### src/rtl/return_stack_pkg.sv
// Shared definitions for the return-address stack.
// Holds control-unit stage encodings, default sizes and the op-kind enum.
package rs_pkg;

   // Stage encodings used by the control unit; StW/StR only fire in ST_STAGE
   localparam logic [2:0] ST_FETCH  = 3'b000;
   localparam logic [2:0] ST_DECODE = 3'b001;
   localparam logic [2:0] ST_EXEC   = 3'b010;
   localparam logic [2:0] ST_MEM    = 3'b011;
   localparam logic [2:0] ST_WB     = 3'b100;
   localparam logic [2:0] ST_STAGE  = 3'b101;

   localparam int RS_AW    = 16;
   localparam int RS_DEPTH = 8;

   // Encoded directly as {StW,StR}
   typedef enum logic [1:0] {
      OP_NOP  = 2'b00,
      OP_POP  = 2'b01,
      OP_PUSH = 2'b10,
      OP_REPL = 2'b11
   } rs_op_e;

   function automatic rs_op_e rs_op(input logic stw, input logic str);
      return rs_op_e'({stw, str});
   endfunction

endpackage

### src/rtl/return_stack_if.sv
// Control-unit <-> return-stack request/response bundle.
// master: StW/StR/push_addr/clr_err out; slave: pop/top/status out.
interface return_stack_if
   import rs_pkg::*;
#(
   parameter int AW    = RS_AW,
   parameter int DEPTH = RS_DEPTH,
   parameter int CW    = $clog2(DEPTH + 1)
);
   logic          StW;
   logic          StR;
   logic [AW-1:0] push_addr;
   logic          clr_err;
   logic [AW-1:0] pop_addr;
   logic          pop_valid;
   logic [AW-1:0] top_addr;
   logic [CW-1:0] count;
   logic          empty;
   logic          full;
   logic          overflow;
   logic          underflow;

   modport master (
      output StW, StR, push_addr, clr_err,
      input  pop_addr, pop_valid, top_addr, count,
      input  empty, full, overflow, underflow
   );

   modport slave (
      input  StW, StR, push_addr, clr_err,
      output pop_addr, pop_valid, top_addr, count,
      output empty, full, overflow, underflow
   );
endinterface

### src/rtl/return_stack_mem.sv
// DEPTH x AW storage: one synchronous write port, one async read port.
// Ports: clk, we_i/waddr_i/wdata_i (write), raddr_i -> rdata_o (read).
module return_stack_mem #(
   parameter int AW    = 16,
   parameter int DEPTH = 8,
   parameter int PW    = $clog2(DEPTH)
) (
   input  logic          clk,
   input  logic          we_i,
   input  logic [PW-1:0] waddr_i,
   input  logic [AW-1:0] wdata_i,
   input  logic [PW-1:0] raddr_i,
   output logic [AW-1:0] rdata_o
);

   logic [AW-1:0] mem_q [DEPTH];

   // Contents are meaningless while empty, so no reset
   always_ff @(posedge clk) begin
      if (we_i) begin
         mem_q[waddr_i] <= wdata_i;
      end
   end

   assign rdata_o = mem_q[raddr_i];

endmodule

### src/rtl/return_stack.sv
// Hardware return-address stack: StW pushes PC+1, StR pops to the PC mux.
// Ports: clk, rst_n (async low), bus (return_stack_if.slave).
module return_stack
   import rs_pkg::*;
#(
   parameter int AW    = RS_AW,
   parameter int DEPTH = RS_DEPTH,
   parameter int CW    = $clog2(DEPTH + 1)
) (
   input logic          clk,
   input logic          rst_n,
   return_stack_if.slave bus
);

   localparam int PW = $clog2(DEPTH);
   localparam logic [PW-1:0] SP_ONE   = PW'(1);
   localparam logic [CW-1:0] CNT_ONE  = CW'(1);
   localparam logic [CW-1:0] CNT_FULL = CW'(DEPTH);

   logic [PW-1:0] sp_q, sp_d;
   logic [CW-1:0] count_q, count_d;
   logic [AW-1:0] pop_addr_q, pop_addr_d;
   logic          pop_valid_q, pop_valid_d;
   logic          ovf_q, ovf_d;
   logic          unf_q, unf_d;

   logic          we;
   logic [PW-1:0] waddr;
   logic [PW-1:0] top_idx;
   logic [AW-1:0] top_raw;
   logic          is_empty;
   logic          is_full;
   logic          ovf_set;
   logic          unf_set;
   rs_op_e        op;

   assign op       = rs_op(bus.StW, bus.StR);
   assign is_empty = (count_q == '0);
   assign is_full  = (count_q == CNT_FULL);
   assign top_idx  = sp_q - SP_ONE;

   return_stack_mem #(
      .AW    (AW),
      .DEPTH (DEPTH),
      .PW    (PW)
   ) u_mem (
      .clk     (clk),
      .we_i    (we),
      .waddr_i (waddr),
      .wdata_i (bus.push_addr),
      .raddr_i (top_idx),
      .rdata_o (top_raw)
   );

   always_comb begin
      sp_d        = sp_q;
      count_d     = count_q;
      pop_addr_d  = pop_addr_q;
      pop_valid_d = 1'b0;
      we          = 1'b0;
      waddr       = sp_q;
      ovf_set     = 1'b0;
      unf_set     = 1'b0;
      unique case (op)
         OP_NOP: ;
         OP_PUSH: begin
            if (is_full) begin
               ovf_set = 1'b1;
            end else begin
               we      = 1'b1;
               sp_d    = sp_q + SP_ONE;
               count_d = count_q + CNT_ONE;
            end
         end
         OP_POP: begin
            if (is_empty) begin
               unf_set = 1'b1;
            end else begin
               pop_addr_d  = top_raw;
               pop_valid_d = 1'b1;
               sp_d        = top_idx;
               count_d     = count_q - CNT_ONE;
            end
         end
         OP_REPL: begin
            if (is_empty) begin
               // Nothing to return: behave as a plain push (cannot be full)
               unf_set = 1'b1;
               we      = 1'b1;
               sp_d    = sp_q + SP_ONE;
               count_d = count_q + CNT_ONE;
            end else begin
               pop_addr_d  = top_raw;
               pop_valid_d = 1'b1;
               we          = 1'b1;
               waddr       = top_idx;
            end
         end
         default: ;
      endcase
      // A fresh error beats a same-cycle clear
      ovf_d = (ovf_q & ~bus.clr_err) | ovf_set;
      unf_d = (unf_q & ~bus.clr_err) | unf_set;
   end

   always_ff @(posedge clk or negedge rst_n) begin
      if (!rst_n) begin
         sp_q        <= '0;
         count_q     <= '0;
         pop_addr_q  <= '0;
         pop_valid_q <= 1'b0;
         ovf_q       <= 1'b0;
         unf_q       <= 1'b0;
      end else begin
         sp_q        <= sp_d;
         count_q     <= count_d;
         pop_addr_q  <= pop_addr_d;
         pop_valid_q <= pop_valid_d;
         ovf_q       <= ovf_d;
         unf_q       <= unf_d;
      end
   end

   assign bus.pop_addr  = pop_addr_q;
   assign bus.pop_valid = pop_valid_q;
   assign bus.top_addr  = is_empty ? '0 : top_raw;
   assign bus.count     = count_q;
   assign bus.empty     = is_empty;
   assign bus.full      = is_full;
   assign bus.overflow  = ovf_q;
   assign bus.underflow = unf_q;

endmodule
### src/flat_wrapper.sv
// flat-port wrapper written by rule: the top's interface ports become plain ports
module return_stack_flat import rs_pkg::*;
#(
   parameter int AW    = RS_AW,
   parameter int DEPTH = RS_DEPTH,
   parameter int CW    = $clog2(DEPTH + 1)
)
  (clk, rst_n, bus_StW, bus_StR, bus_push_addr, bus_clr_err, bus_pop_addr, bus_pop_valid, bus_top_addr, bus_count, bus_empty, bus_full, bus_overflow, bus_underflow);
  return_stack_if #(.AW(AW), .DEPTH(DEPTH), .CW(CW)) bus_i ();
  input logic clk;
  input logic rst_n;
  input wire logic [$bits(bus_i.StW)-1:0] bus_StW;
  input wire logic [$bits(bus_i.StR)-1:0] bus_StR;
  input wire logic [$bits(bus_i.push_addr)-1:0] bus_push_addr;
  input wire logic [$bits(bus_i.clr_err)-1:0] bus_clr_err;
  output wire logic [$bits(bus_i.pop_addr)-1:0] bus_pop_addr;
  output wire logic [$bits(bus_i.pop_valid)-1:0] bus_pop_valid;
  output wire logic [$bits(bus_i.top_addr)-1:0] bus_top_addr;
  output wire logic [$bits(bus_i.count)-1:0] bus_count;
  output wire logic [$bits(bus_i.empty)-1:0] bus_empty;
  output wire logic [$bits(bus_i.full)-1:0] bus_full;
  output wire logic [$bits(bus_i.overflow)-1:0] bus_overflow;
  output wire logic [$bits(bus_i.underflow)-1:0] bus_underflow;
  assign bus_i.StW = bus_StW;
  assign bus_i.StR = bus_StR;
  assign bus_i.push_addr = bus_push_addr;
  assign bus_i.clr_err = bus_clr_err;
  assign bus_pop_addr = bus_i.pop_addr;
  assign bus_pop_valid = bus_i.pop_valid;
  assign bus_top_addr = bus_i.top_addr;
  assign bus_count = bus_i.count;
  assign bus_empty = bus_i.empty;
  assign bus_full = bus_i.full;
  assign bus_overflow = bus_i.overflow;
  assign bus_underflow = bus_i.underflow;
  return_stack #(.AW(AW), .DEPTH(DEPTH), .CW(CW)) u_core (.clk(clk), .rst_n(rst_n), .bus(bus_i));
endmodule
### config.mk
export PLATFORM = sky130hd
export DESIGN_NAME = return_stack_flat
export DESIGN_NICKNAME = d
export VERILOG_FILES = /design/src/rtl/return_stack_pkg.sv /design/src/rtl/return_stack_if.sv /design/src/rtl/return_stack_mem.sv /design/src/rtl/return_stack.sv /design/src/flat_wrapper.sv
export SDC_FILE = /design/constraint.sdc
export NUM_CORES = 1
export LEC_CHECK = 0
export ABC_CLOCK_PERIOD_IN_PS = 4250
export CORE_AREA = 3 3 111 113
export CTS_CLUSTER_SIZE = 40
export DETAILED_ROUTE_END_ITERATION = 7
export DIE_AREA = 0 0 114 116
export PLACE_DENSITY = 0.74
export SLEW_MARGIN = 10
export SYNTH_ARGS = -nofsm -noshare
export SYNTH_HDL_FRONTEND = slang
export SYNTH_SLANG_ARGS = --single-unit
### constraint.sdc
create_clock -name clk -period 4.25 [get_ports clk]
set_input_delay 0.6375 -clock clk [delete_from_list [all_inputs] [get_ports clk]]
set_output_delay 0.6375 -clock clk [all_outputs]
set_load 0.05 [all_outputs]
[Yosys cells after proc, flatten, opt, wreduce, memory -nomap -nowiden]
Memories as Yosys holds them, arrays and structs flattened.
Cells that the tools add are included.
Operators by class
  add/sub/neg operators: 4
  eq/ne operators: 7
  mux-type cells: 20
  bitwise logic cells: 6
  reduce and logical (&&, ||, !) cells: 6
Operator list (count)
  16-bit 2-to-1 mux: 1
  3-bit 2-to-1 mux: 4
  4-bit 2-to-1 mux: 3
  4-bit case mux with 3 select lines: 1
  1-bit 2-to-1 mux: 9
  3-bit case mux with 3 select lines: 1
  4-bit by 1-bit adder with 4-bit output, second input constant: 1
  2-bit == test, second input constant: 2
  4-bit == test, second input constant: 1
  4-bit zero test: 1
  2-bit inequality test, second input constant: 2
  4-bit AND reduction: 1
  4-bit by 1-bit subtractor with 4-bit output, second input constant: 1
  3-bit by 1-bit adder with 3-bit output, second input constant: 1
  3-bit AND reduction: 1
  3-bit nonzero test: 1
  3-bit by 1-bit subtractor with 3-bit output, second input constant: 1
  1-bit AND: 2
  2-bit by 1-bit == test with 1-bit output, second input constant: 1
  2-bit by 1-bit inequality test with 1-bit output, second input constant: 1
  1-bit inverter: 2
  1-bit OR: 2
  1-bit case mux with 2 select lines: 1
  2-bit AND reduction: 1
  2-bit OR reduction: 1
Storage, ports and cells
  bits in registers: 26
  RAM bits: 128
  input port bits: 21
  output and inout port bits: 41
  word-level logic and storage cells: 50
  memories kept: 1
Memories
  u_core.u_mem.mem_q: depth 8, width 16, rd ports 1, clocked after Yosys merged registers in 0, wr ports 1, RTL line return_stack_mem.sv:16  | logic [AW-1:0] mem_q [DEPTH];

[Depth between registers and ports, before layout]
Gate-level depths: netlist of the first run.
  depth after elaboration: 5
  mapped depth: 10
  mapped depth without buffers: 7

[By module]
Synthesis of the first run repeated with hierarchy kept, for this count alone.
Second synthesis, totals
  cell total of the unflattened synthesis: 352
  area, all modules: 6346.1 um^2
Modules (own cells, without submodules)
  return_stack_mem: times used 1, cells an instance 198, area each 4973.5 um^2, sequential area each 3843.7 um^2
  return_stack: times used 1, cells an instance 154, area each 1372.6 um^2, sequential area each 650.6 um^2

[Worst setup path after synthesis of the first run]
Ideal clock, no wire load.
  path type: register -> output
  start point: reg u_core.sp_q[0]
  end point: out bus_top_addr[15]
  arrival: 2.654 ns
  required time: 3.612 ns
  setup slack: 0.958 ns
  cell stages (with the launch flop): 11
  buffers on the path: 4
  cell sequence: dfrtp_1 > buf_2 > clkinv_1 > clkbuf_1 > ha_1 > clkbuf_1 > clkbuf_1 > mux2i_1 > nand3_1 > nand4_1 > nor2_1
Between the ends
  word-level cells in the longest chain between the ends: 3
RTL lines
  start, declared: RTL line return_stack.sv:20  | logic [PW-1:0] sp_q, sp_d;
  start signal, assigned: RTL line return_stack.sv:115  | sp_q <= sp_d;
  3-bit by 1-bit subtractor with 3-bit output: RTL line return_stack.sv:40  | assign top_idx = sp_q - SP_ONE;
  memory 8 x 16 bit
  16-bit 2-to-1 mux: RTL line return_stack.sv:126  | assign bus.top_addr = is_empty ? '0 : top_raw;
  end, declared: RTL line flat_wrapper.sv:18  | output wire logic [$bits(bus_i.top_addr)-1:0] bus_top_addr;
No other way between the ends.

[Worst setup path after layout of the first run]
  start point: reg u_core.sp_q[1]
  end point: out bus_top_addr[13]
Same word-level chain as after synthesis.

==> results of run 1 <==
==> cells in the final DEF, fill, tap and decap left out, types with 3 or more instances in the layout <==
cell             netlist  layout
edfxtp_1             128     128
clkinvlp_4             0       4
buf_12                 0      17
o21ai_0               18      18
a311oi_1               3       3
nor2_1                27      27
clkinv_1               1       4
o21ai_1                4       4
mux2i_1               66      66
nand2_1               20      20
nand3_1               65      65
clkdlybuf4s50_1        0      44
xnor2_1                4       3
nand4_1               16      16
a21oi_1                5       5
nand2b_1               3       3
clkinv_2               0       3
dfrtp_1               26      26
clkbuf_16              0      17
buf_4                  1      19
inv_1                  3       3
nor4_1                 3       3
==> critical path: cells and delay by family (launching register included) <==
kind | cells | cell delay (ns)
fa+ha+maj | 1 | 0.76
buf+inv | 3 | 0.61
flops | 1 | 0.46
simple gates | 3 | 0.32
mux | 1 | 0.26
==> metrics by stage <==
step | instances | hold WS [ns] | worst slack (ns) | cell area, um2 | utilization, %
6_report | 678 | 0.2118 | 0.7296 | 7949 | 69.61
5_1_grt | 678 | 0.2513 | 0.5120 | 7949 | 69.61
4_1_cts | 678 | 0.4824 | 0.7241 | 7954 | 69.66
3_5_place_dp | 646 | 0.4694 | 1.191 | 7417 | 64.96
3_3_place_gp | 646 | 0.4628 | 1.232 | 7417 | 64.96
2_1_floorplan | 455 | 0.3419 | 0.9582 | 6446 | -
==> registers in the layout (all words and copies together) (netlist names) <==
register / flops
u_core.bus.count: 4
u_core.sp_q: 3
u_core.bus.overflow: 1
u_core.bus.underflow: 1
u_core.u_mem.mem_q: 128
u_core.bus.pop_valid: 1
u_core.bus.pop_addr: 16
==> worst max-delay path by stage <==
stage	startpoint	end	slack, ns	cells past startpoint
after CTS	u_core.sp_q[1]$_DFFE_PN0P_	bus_top_addr[13]	0.72	8
after global placement	u_core.sp_q[1]$_DFFE_PN0P_	bus_top_addr[13]	1.23	8
after floorplan	u_core.sp_q[0]$_DFFE_PN0P_	bus_top_addr[15]	0.96	10
after detailed placement	u_core.sp_q[1]$_DFFE_PN0P_	bus_top_addr[13]	1.19	8
final	u_core.sp_q[1]$_DFFE_PN0P_	bus_top_addr[13]	0.73	8
after global routing	u_core.sp_q[1]$_DFFE_PN0P_	bus_top_addr[10]	0.51	8
==> final cells by class <==
cell class,instances,area [um2]
tap,143,178.9
fill,779,3470
clock buffer,19,432.9
inverter,5,18.77
timing repair buffer,81,928.4
clock inverter,13,103.9
sequential,154,4494
multi-input combinational,263,1792
==> logic make-up (layout without fill, tap and decap cells) <==
logic type / Yosys count / in the layout / synth area share (%)
multiplexers: 66 / 66 / 10.25
XOR/XNOR: 6 / 6 / 0.8152
flip-flops: 154 / 154 / 69.72
AND/OR/NAND/NOR: 145 / 145 / 11.22
buffers and inverters: 38 / 118 / 2.911
AO/OA/AOI/OAI: 43 / 43 / 4.504
adder cells (fa/ha/maj): 3 / 3 / 0.5824
==> routing by layer <==
layer	routed length (um)	global-route usage [%]	up-vias
met1	5428	27.82	1952
met4	149	8.234	0
li1	-	-	1864
met5	0	0	-
met2	6395	34.19	174
met3	1069	5.013	18
==> results.toml, run 1 <==
[status]
outcome = "finished, final reports clean"

[logic_synthesis]
synthArstFlopShare_pct = 16.88
synth-edff-count = 128
synth_top_area_share_pct = 59.63
synth_area_um2 = 6446
ys_top_cells_by_area = "edfxtp_1 (60%), mux2i_1 (10%), dfrtp_1 (10%), nand3_1 (5.0%), nor2_1 (1.6%)"
ys_types = 43
ys_warn_count = 0
ys_seq_elements = 154
syn_avg_cell_area_um2 = 14.17
ys_seq_area_share_pct = 69.72
synth.net_count = 479
yosysMostFrequentCell = "edfxtp_1"
yosys-top-cells-count = "edfxtp_1 (128), mux2i_1 (66), nand3_1 (65)"
synthCells = 455
synth_flop_cell = "edfxtp_1"
synth_top_area_cell = "edfxtp_1"

[global_routing]
antenna_found_initial = 0
grt_overflow = 0
grt_max_degree = 42
grt_pass1_wl_um = 20760
first_global_vias = 3916
grt_usage_pct = 21.06

[sta]
max_slew_margin_pct = 37.47
period_share_pct = 82.83
fmax_mhz = 284.1
rsz0062_at_grt = "false"
tns_ns = 0
setup_viol = 0
worst_slew_pin_slew_ns = 0.9371
min_period_ns = 3.520
slew_viol_final = 0
skew_ns = 0.009210
hold_viol = 0

[clock_network]
tritoncts = "done"
post_cts_buffers = 0
cts_root_buffer = "clkbuf_16"
cts_sinks = 154
ctsHoldBuffers = 0
cts_buffer_depth = 2
clk_pin_slew_ns = 0.06
h-tree-depth = 4
clk_latency_ns = 0.42
numCtsBuffers = 17
postCtsResizedCells = 0

[detailed_routing]
viasPerCell = 5.912
wl_per_cell_um = 19.24
drtIter0Drc = 387
ant_nets = 0
vias = 4008
firstDrtPassIters = 7
routed_wl_um = 13040
drc_errors = 0

[floorplan]
die_h_um = 116
dieArea_um2 = 13220
ios = 62
die_x_um = 114
core_um2 = 11420
num_rows = 39
initial_utilization_pct = 56.45

[critical_path]
cp-end-kind = "primary output"
worstPathArrival_ns = 2.88
r2r-end = "u_core.u_mem.mem_q[1][1]$_DFFE_PP_"
crit_required_ns = 3.61
cpMaxStageDelayCell = "ha_4"
critPathMaxFanout = 41
r2r-start = "u_core.sp_q[1]$_DFFE_PN0P_"
crit_top_cell = "buf_12"
rrSetupSlack_ns = 1.38
crit_type = "reg -> out"
reg2reg_depth = 7
worst_path_largest_cell_delay_ns = 0.76
start_kind = "flip-flop"
path_cells = "inv_1 > ha_4 > buf_12 > mux2i_1 > nand3_1 > nand4_1 > nor2_1 > buf_12"

[place]
place_congestion = 0.7732
port_buffers = 61
dp_hpwl_um = 8310

[layout]
nets = 546
layout-drive-gt1-share_pct = 13.46
areaGrowthSynthToFinish_pct = 23.31
num_antenna_cells = 0

[flow_run]
cap_violations = 0

[hold_path]
worstHoldPathType = "in -> async"
Power of run 1 is left out: the tool's default activity adds up to more than one toggle a clock period on the data nets, which glitch-free logic cannot reach.
==> run 2, diff against run 1 <==
--- a/config.mk
+++ b/config.mk
@@ -5,7 +5,7 @@
 export SDC_FILE = /design/constraint.sdc
 export NUM_CORES = 1
 export LEC_CHECK = 0
-export ABC_CLOCK_PERIOD_IN_PS = 4250
+export ABC_CLOCK_PERIOD_IN_PS = 3550
 export CORE_AREA = 3 3 111 113
 export CTS_CLUSTER_SIZE = 40
 export DETAILED_ROUTE_END_ITERATION = 7
==> constraint.sdc (replaced) <==
create_clock -name clk -period 3.55 [get_ports clk]
set_input_delay 0.5325 -clock clk [delete_from_list [all_inputs] [get_ports clk]]
set_output_delay 0.5325 -clock clk [all_outputs]
set_load 0.05 [all_outputs]
==> run 2 against run 1 <==
Effect of this change: via count up 1.4%; clock skew down 0.0028 ns; count of clock-buffer cells in the layout unchanged; critical path depth unchanged; cell area up 1.7%; worst hold slack worse by 0.10 ns; non-clock buffer count unchanged; flip-flop and latch count unchanged; die area unchanged; setup slack worse by 0.49 ns; global-route usage up 1.2 points; first-iteration DRC count up 5.7%; largest cell class unchanged.
==> results.toml, run 2 (synthesized netlist as in run 1, its figures left out) <==
[status]
outcome = "finished, final reports clean"

[global_routing]
grt_pass1_wl_um = 21690
first_global_vias = 3932
antenna_found_initial = 0
grt_overflow = 0
grt_usage_pct = 22.23
grt_max_degree = 36

[critical_path]
worstPathArrival_ns = 2.78
cpMaxStageDelayCell = "ha_4"
start_kind = "flip-flop"
crit_top_cell = "buf_12"
worst_path_largest_cell_delay_ns = 0.60
crit_type = "reg -> out"
crit_required_ns = 3.02
rrSetupSlack_ns = 1.01
path_cells = "inv_1 > ha_4 > buf_12 > mux2i_1 > nand3_1 > nand4_1 > nor2_1 > buf_12"
cp-end-kind = "primary output"
critPathMaxFanout = 28

[detailed_routing]
drc_errors = 0
met1Wirelength_um = 5859
routed_wl_um = 14110
viasPerCell = 5.993
vias = 4063
dr_wl_met2_um = 6761
ant_nets = 0
firstDrtPassIters = 5
drtIter0Drc = 409
met3WireLength_um = 1214
top_layer_used = "met4"
wl_per_cell_um = 20.82

[place]
port_buffers = 61
place_congestion = 0.8499
dp_hpwl_um = 9049

[floorplan]
initial_utilization_pct = 56.45
core_um2 = 11420
dieArea_um2 = 13220
die_x_um = 114
num_rows = 39
ios = 62
die_h_um = 116

[layout]
final_cell_mix = "edfxtp_1 (128), mux2i_1 (66), nand3_1 (65), clkdlybuf4s50_1 (44), nor2_1 (27)"
n_fill_cell = 792
nets = 546
largest_reg_flops = 128
areaGrowthSynthToFinish_pct = 25.37
num_antenna_cells = 0
final_common_cell = "edfxtp_1"
layout-drive-gt1-share_pct = 14.02
top_register = "u_core.u_mem.mem_q"

[sta]
setup_viol = 0
skew_ns = 0.006448
rsz0062_at_grt = "false"
period_share_pct = 93.28
slew_viol_final = 0
min_period_ns = 3.311
fmax_mhz = 302.0
worst_slew_pin_slew_ns = 0.6332
tns_ns = 0
max_slew_margin_pct = 57.75
hold_viol = 0

[clock_network]
h-tree-depth = 4
post_cts_buffers = 0
numCtsBuffers = 17
postCtsResizedCells = 0
cts_sinks = 154
cts_root_buffer = "clkbuf_16"
ctsHoldBuffers = 0
tritoncts = "done"
clk_pin_slew_ns = 0.06
cts_buffer_depth = 2
clk_latency_ns = 0.42

[hold_path]
worstHoldPathType = "in -> async"

[flow_run]
cap_violations = 0
-- run 2: through the flow --
| step | instance area [um2] | std cells | utilization (%) | setup WS, ns | hold WS, ns |
|---|---|---|---|---|---|
| floorplan | 6446 | 455 | - | 0.3632 | 0.2369 |
| global placement | 7430 | 646 | 65.07 | 0.8041 | 0.4627 |
| detailed placement | 7430 | 646 | 65.07 | 0.7515 | 0.4703 |
| CTS | 8087 | 678 | 70.82 | 0.2800 | 0.4833 |
| global route | 8082 | 678 | 70.78 | 0.1046 | 0.1354 |
| finish | 8082 | 678 | 70.78 | 0.2385 | 0.1084 |
-- run 2: final cells by class --
class,count,area [um2],share of cell area [%]
sequential,154,4494,55.61
multi-input combinational,263,1792,22.17
timing repair buffer,81,940.9,11.64
clock buffer,19,432.9,5.357
clock inverter,13,224.0,2.771
tap,143,178.9,2.214
inverter,5,18.77,0.2322
-- run 2: final timing paths --
check | to | start | depth (start not counted)
setup / recovery | bus_top_addr[5] | u_core.sp_q[1]$_DFFE_PN0P_ | 8
hold / removal | u_core.bus.overflow$_DFF_PN0_ | rst_n | 1
setup reg to reg | u_core.u_mem.mem_q[6][6]$_DFFE_PP_ | u_core.bus.count[1]$_DFFE_PN0P_ | 7
hold reg to reg | u_core.bus.pop_addr[11]$_DFFE_PN0P_ | u_core.bus.pop_addr[11]$_DFFE_PN0P_ | 2
max in group asynchronous | u_core.bus.pop_addr[9]$_DFFE_PN0P_ | rst_n | 1
min in group clk | u_core.bus.pop_addr[11]$_DFFE_PN0P_ | u_core.bus.pop_addr[11]$_DFFE_PN0P_ | 2
-- run 2: per-layer routing --
layer	global-route usage, %	up-vias
met3	6.266	24
met2	35.40	187
met1	29.50	1991
met5	0	-
li1	-	1861
met4	8.234	0
-- run 2: worst max-delay path, delay by kind of cell, from the launching register on --
family	cells	cell delay (ns)
adder cells (fa/ha/maj)	1	0.60
buffers and inverters	3	0.55
AND/OR/NAND/NOR	3	0.48
flip-flops	1	0.45
multiplexers	1	0.25
Power of run 2 is left out for the same reason.
